File: src/rtl/clk_div_n.sv
// Programmable 50%-duty integer clock divider with glitch-free divisor change, start and stop.
// Define CLK_DIV_ODD_EN to accept odd divisors (adds a negedge phase flop).
module clk_div_n #(
  parameter int WIDTH       = 8,
  parameter int DEFAULT_DIV = 4
) (
  input  logic             clock_in,
  input  logic             reset_n,
  input  logic             enable,
  input  logic             load,
  input  logic [WIDTH-1:0] div_val,
  output logic             clock_out,
  output logic             running,
  output logic             pending,
  output logic             period_tick,
  output logic             cfg_err
);

  typedef enum logic [0:0] {ST_IDLE = 1'b0, ST_RUN = 1'b1} state_t;

  localparam logic [WIDTH-1:0] DEF_DIV = WIDTH'(DEFAULT_DIV);

  state_t           state_q, state_d;
  logic [WIDTH-1:0] cnt_q, cnt_d;
  logic [WIDTH-1:0] div_q, div_d;
  logic [WIDTH-1:0] pend_div_q, pend_div_d;
  logic             pend_q, pend_d;
  logic             pos_q, pos_d;
  logic             cfg_err_q, cfg_err_d;
  logic             load_ok_s;
  logic             wrap_s;
  logic             apply_s;
  logic [WIDTH:0]   half_s;

`ifdef CLK_DIV_ODD_EN
  assign load_ok_s = (div_val >= WIDTH'(2));
`else
  assign load_ok_s = (div_val >= WIDTH'(2)) && !div_val[0];
`endif

  assign wrap_s      = (state_q == ST_RUN) && (cnt_q == (div_q - WIDTH'(1)));
  // High-phase length: N/2 for even N, (N+1)/2 for odd N
  assign half_s      = ({1'b0, div_q} + (WIDTH+1)'(1)) >> 1;
  assign period_tick = wrap_s;
  assign running     = (state_q == ST_RUN);
  assign pending     = pend_q;
  assign cfg_err     = cfg_err_q;

  // State, counter, phase flop and divisor registers
  always_ff @(posedge clock_in or negedge reset_n) begin
    if (!reset_n) begin
      state_q    <= ST_IDLE;
      cnt_q      <= '0;
      pos_q      <= 1'b0;
      div_q      <= DEF_DIV;
      pend_div_q <= DEF_DIV;
      pend_q     <= 1'b0;
      cfg_err_q  <= 1'b0;
    end else begin
      state_q    <= state_d;
      cnt_q      <= cnt_d;
      pos_q      <= pos_d;
      div_q      <= div_d;
      pend_div_q <= pend_div_d;
      pend_q     <= pend_d;
      cfg_err_q  <= cfg_err_d;
    end
  end

  // Next-state: divisor changes only at IDLE->RUN or at a period wrap
  always_comb begin
    state_d    = state_q;
    cnt_d      = cnt_q;
    pos_d      = pos_q;
    div_d      = div_q;
    pend_d     = pend_q;
    pend_div_d = pend_div_q;
    apply_s    = 1'b0;
    cfg_err_d  = load & ~load_ok_s;
    case (state_q)
      ST_IDLE: begin
        cnt_d = '0;
        if (enable) begin
          state_d = ST_RUN;
          pos_d   = 1'b1;
          apply_s = pend_q;
        end else begin
          pos_d = 1'b0;
        end
      end
      ST_RUN: begin
        if (wrap_s) begin
          cnt_d   = '0;
          apply_s = pend_q;
          if (enable) begin
            pos_d = 1'b1;
          end else begin
            state_d = ST_IDLE;
            pos_d   = 1'b0;
          end
        end else begin
          cnt_d = cnt_q + WIDTH'(1);
          pos_d = ({1'b0, cnt_d} < half_s);
        end
      end
      default: begin
        state_d = ST_IDLE;
        cnt_d   = '0;
        pos_d   = 1'b0;
      end
    endcase
    if (apply_s) begin
      div_d  = pend_div_q;
      pend_d = 1'b0;
    end else begin
      div_d = div_q;
    end
    // A load on the wrap edge re-arms pending after the older value is applied
    if (load && load_ok_s) begin
      pend_div_d = div_val;
      pend_d     = 1'b1;
    end else begin
      pend_div_d = pend_div_q;
    end
  end

`ifdef CLK_DIV_ODD_EN
  logic neg_q;

  // Half-cycle delayed copy of the phase flop for odd divisors
  always_ff @(negedge clock_in or negedge reset_n) begin
    if (!reset_n) begin
      neg_q <= 1'b0;
    end else begin
      neg_q <= pos_q;
    end
  end

  assign clock_out = div_q[0] ? (pos_q & neg_q) : pos_q;
`else
  assign clock_out = pos_q;
`endif

endmodule
File: config.mk
export PLATFORM = sky130hd
export DESIGN_NAME = clk_div_n
export DESIGN_NICKNAME = d
export VERILOG_FILES = /design/src/rtl/clk_div_n.sv
export SDC_FILE = /design/constraint.sdc
export NUM_CORES = 1
export LEC_CHECK = 0
export ABC_AREA = 1
export CORE_ASPECT_RATIO = 0.7
export CORE_MARGIN = 3
export CORE_UTILIZATION = 42
export DETAILED_ROUTE_END_ITERATION = 8
export RECOVER_POWER = 25
export SKIP_LAST_GASP = 1
export SLEW_MARGIN = 20
export SYNTH_ARGS = -nofsm -noshare
export SYNTH_HDL_FRONTEND = slang
export SYNTH_SLANG_ARGS = --single-unit
File: constraint.sdc
create_clock -name clock_in -period 3.5 [get_ports clock_in]
set_clock_uncertainty 0.05 [all_clocks]
set_input_delay 0.525 -clock clock_in [delete_from_list [all_inputs] [get_ports clock_in]]
set_output_delay 0.525 -clock clock_in [all_outputs]
set_load 0.05 [all_outputs]
; Word-level counts from Yosys, hierarchy flattened
; Cells that the tools add are included.
[word_totals]
ff_bits = 28
latchBits = 0
ramBits = 0
rom_bits = 0
output_inout_bits = 5
word_cells = 33
memories = 0
[op_classes]
n_addsub = 3
multipliers = 0
div_mod_pow = 0
order_cmp = 2
n_eq_ne = 1
shifts = 0
mux = 12
bitwise = 3
n_reduce_logical = 5
[ops]
columns = op, n
row1 = 8-bit one-hot mux with 2 select lines, 1
row2 = "8-bit by 1-bit adder with 9-bit output, second input constant", 1
row3 = "8-bit by 1-bit adder with 8-bit output, second input constant", 1
row4 = 8-bit equality test, 1
row5 = "8-bit by 2-bit greater-or-equal comparator with 1-bit output, second input constant", 1
row6 = 8-bit less-than comparator, 1
row7 = 8-bit two-way mux, 1
row8 = "8-bit by 1-bit subtractor with 8-bit output, second input constant", 1
row9 = 1-bit two-way mux, 7
row10 = 1-bit one-hot mux with 2 select lines, 3
row11 = 1-bit logical AND, 3
row12 = 1-bit NOT, 2
row13 = 2-bit nonzero test, 1
row14 = 1-bit bitwise AND, 1
row15 = 1-bit zero test, 1

; Depth between registers and ports, before layout
[depth]
ltp_word = 7
ltp_mapped = 17

; Least setup slack after synthesis
; Ideal clock, no wire load.
[synth_timing]
kind = reg-to-output
start = reg div_q[1]
end = out period_tick
t_arrival_ns = 1.685
t_required_ns = 2.925
setup_slack_ns = 1.240
stages_incl_launch_ff = 13
n_path_buf = 0
cell_sequence = dfrtp_1 -> inv_1 -> ha_1 -> inv_1 -> nor2_1 -> nand3_1 -> inv_1 -> nand2_1 -> nand2_1 -> nand2_1 -> nor2_1 -> nand3_1 -> inv_1
[synth_via]
elab_chain_cells = 3
[synth_lines]
columns = element, line_no
row1 = "start, declared", 25  ; logic [WIDTH-1:0] div_q, div_d;
row2 = "start signal, assigned", 63  ; div_q <= div_d;
row3 = 8-bit by 1-bit subtractor with 8-bit output, 41  ; assign wrap_s = (state_q == ST_RUN) && (cnt_q == (div_q - WIDTH'(1)));
row4 = 8-bit equality test, 41
row5 = 1-bit logical AND, 41
row6 = "end, declared", 15  ; output logic period_tick,
; Every way passes these cells.

; Worst setup path in the final report
[layout_timing]
start = reg div_q[0]
end = out period_tick
; Same word-level chain as after synthesis.

==> implementation parameters <==
Parameter                              Value

Status
  Outcome    complete, but fails checks
  Failing checks    capacitance limit, slew limit

Die
  Die ar.    5040 um^2
  Area of the placeable core    3990 um^2
  FP Rows    19
  Starting density of the core    44.3%
  DIE HEIGHT    60.3 um
  # IOs    17
  Die width    83.5 um

Power
  Peak VDD IR    0.000185 V
  Static leakage power    1.14 nW
  Power density of the placed cells    315 nW/um^2

Run
  Max-Cap Viols    1

Yosys
  Number of synthesized register bits    28
  Number of instances in the synthesized netlist    238
  Distinct cells, synth    26
  Net Count, Synth    260
  Proportion of register bits with asynchronous set or reset after synthesis    100%
  Top FF cell, synth    dfrtp_1
  Average instance area after synthesis    7.43 um^2
  Count of yosys warnings during synthesis    0
  Seq/Total Area, Yosys    39.8%
  Cell area after technology mapping    1770 um^2
  Post-synth EDFFs    0

Drt
  Vias per Instance    4.61
  Routed wirelength normalized by instance count    11.2 um
  Number of iterations in the first detailed-routing pass    4
  Total number of vias    1412
  Count of unresolved DRC violations after routing    0
  Routed Antenna Nets    0
  Initial detailed-routing violation count    79
  Total length of routed wires    3410 um

STA
  Max_slew headroom    -0.296%
  Final Hold Viols    0
  Number of setup violations in the final report    0
  Tightest Pin Transition    1500 ps
  Final total negative setup slack    0 ps
  Maximum achievable frequency    350 MHz
  Slew Limit Fails    28
  Setup ws final    643 ps
  Part of the cycle the worst path needs    81.6%
  Time the worst path needs with I/O delays and setup    2860 ps
  RSZ-0062 raised after global routing    false

Setup path
  Critical path start-end classification    flip-flop to primary output
  Crit path arrival time    2280 ps
  Kind of end point of the critical path    primary output
  Critical Path RT    2920 ps
  Critical path startpoint category    flip-flop
  Worst-path fanout max    4
  Slack of the worst reg-to-reg path    1240 ps

Placement
  Number of buffer cells added on primary ports    16
  Post-DP HPWL    2680 um
  Pre-CTS worst setup slack    569 ps
  Cell Count Post-Placement    302
  Placer congestion estimate    0.910

GRT
  Global-route congestion overflow total    0
  Largest net degree at the start of global routing    29
  Total routing resource utilization after global routing    15.0%
  Antenna violations before repair    0
  Vias in the first global route    1234
  First-pass GRT wire length    5890 um

Clocking
  Total CTS buffers    3
  Hold buffer count at cts    0
  TritonCTS clock tree    done
  Post-CTS setup buffer count    0
  Count of clock tree sinks    28
  H-tree levels    1
  Buffer type at the clock tree root    clkbuf_8
  Clock latency on the worst-skew pair    290 ps
  Deepest clock path buffer count    2
  Clock Pin Slew Worst Setup and Hold Paths    110 ps
  Number of cells upsized or downsized after cts    0

Cells and area
  Signed area change from the synthesized netlist to the final layout    15.3%
  Number of diodes    0
  Total number of nets in the final design    277
  Share of layout cells above drive strength 1    7.87%
  Non-filler instance count after layout    306
  Count of fill cells added during filler insertion    394

Hold path
  Min-delay worst type    flip-flop to flip-flop
==> cells in the mapped netlist, types with 2 or more instances <==
master	count	area share (%)
nand3_1	27	7.6
nor2_2	2	0.71
dfstp_2	2	3.0
dfrtp_1	26	37
ha_1	10	7.1
xnor2_1	3	1.5
inv_2	7	1.5
nand4_1	3	1.1
inv_1	31	6.6
nand2_1	68	14
buf_2	2	0.57
nor3_1	2	0.57
a21oi_1	4	1.1
o21ai_0	8	2.3
clkinv_1	3	0.64
nand2_2	3	1.1
xor2_1	13	6.4
nor2_1	16	3.4
==> worst max-delay path, stage by stage (launching register included) <==
cell,delay (ps)
dfrtp_1,450
inv_2,100
ha_1,210
inv_1,70
nor2_1,110
nand3_1,100
inv_1,70
nand2_1,40
nand2_1,50
nand2_1,60
nor2_1,110
nand3_1,140
inv_1,80
dlymetal6s2s_1,410
==> placed cells by master, fill, tap and decap left out, types with 7 or more instances in the layout <==
cell type / netlist / routed
clkdlybuf4s50_1: 0 / 14
dfrtp_1: 26 / 26
inv_1: 31 / 31
nor2_1: 16 / 16
nand3_1: 27 / 27
xor2_1: 13 / 13
o21ai_0: 8 / 8
inv_2: 7 / 7
nand2_1: 68 / 68
ha_1: 10 / 10
==> path summary, 6_finish.rpt <==
kind	end	start	cells past startpoint
max in group asynchronous	div_q[4]	reset_n	2
min reg2reg	pend_div_q[0]	pend_div_q[0]	2
min	pend_div_q[0]	pend_div_q[0]	2
max	period_tick	div_q[0]	13
max reg2reg	clock_out	div_q[2]	12
min in group asynchronous	cnt_q[6]	reset_n	2
==> per-stage QoR <==
step	area, um^2	hold WS [ps]	util, %	power, W
after floorplan	1770	179	-	0.000360
after global placement	1970	405	49.3	0.000384
after CTS	2040	450	51.1	0.000650
after detailed placement	1970	424	49.3	0.000385
after global routing	2040	473	51.0	0.000668
final	2040	437	51.0	0.000641
==> flip-flops by register name, summed over array words and instances (netlist names) <==
register,cells
clock_out,1
pending,1
cfg_err,1
pend_div_q,8
running,1
div_q,8
cnt_q,8
==> routing by layer <==
| metal | routed length (um) | global-route usage [%] |
|---|---|---|
| met3 | 207 | 3.72 |
| met4 | 26 | 2.75 |
| met1 | 1830 | 22.0 |
| met2 | 1350 | 22.7 |
| met5 | 0 | 0 |
==> cell families (layout without fill, tap and decap cells) <==
family	after synthesis	count (layout)	share of synthesized area, %
AOI/OAI and AO/OA	14	14	4.25
xor gates and xnor gates	16	16	7.93
adders and majority gates	10	10	7.08
buffers and inverters	46	62	10.5
DFF	28	28	39.8
and+or+nand+nor	124	124	30.4
==> layout make-up <==
type                       count  area, um^2  share of cell area, %
multi-input combinational    164         878                   43.1
sequential                    28         703                   34.5
timing repair buffer          17         166                   8.16
inverter                      41         154                   7.55
tap                           52        65.1                   3.19
clock buffer                   3        41.3                   2.03
clock inverter                 1        30.0                   1.47
==> power breakdown <==
group          switching (W)  internal (W)
logic              0.0000189     0.0000169
clock network       0.000111      0.000153
registers         0.00000535      0.000335
(Power assumes the default switching activity.)
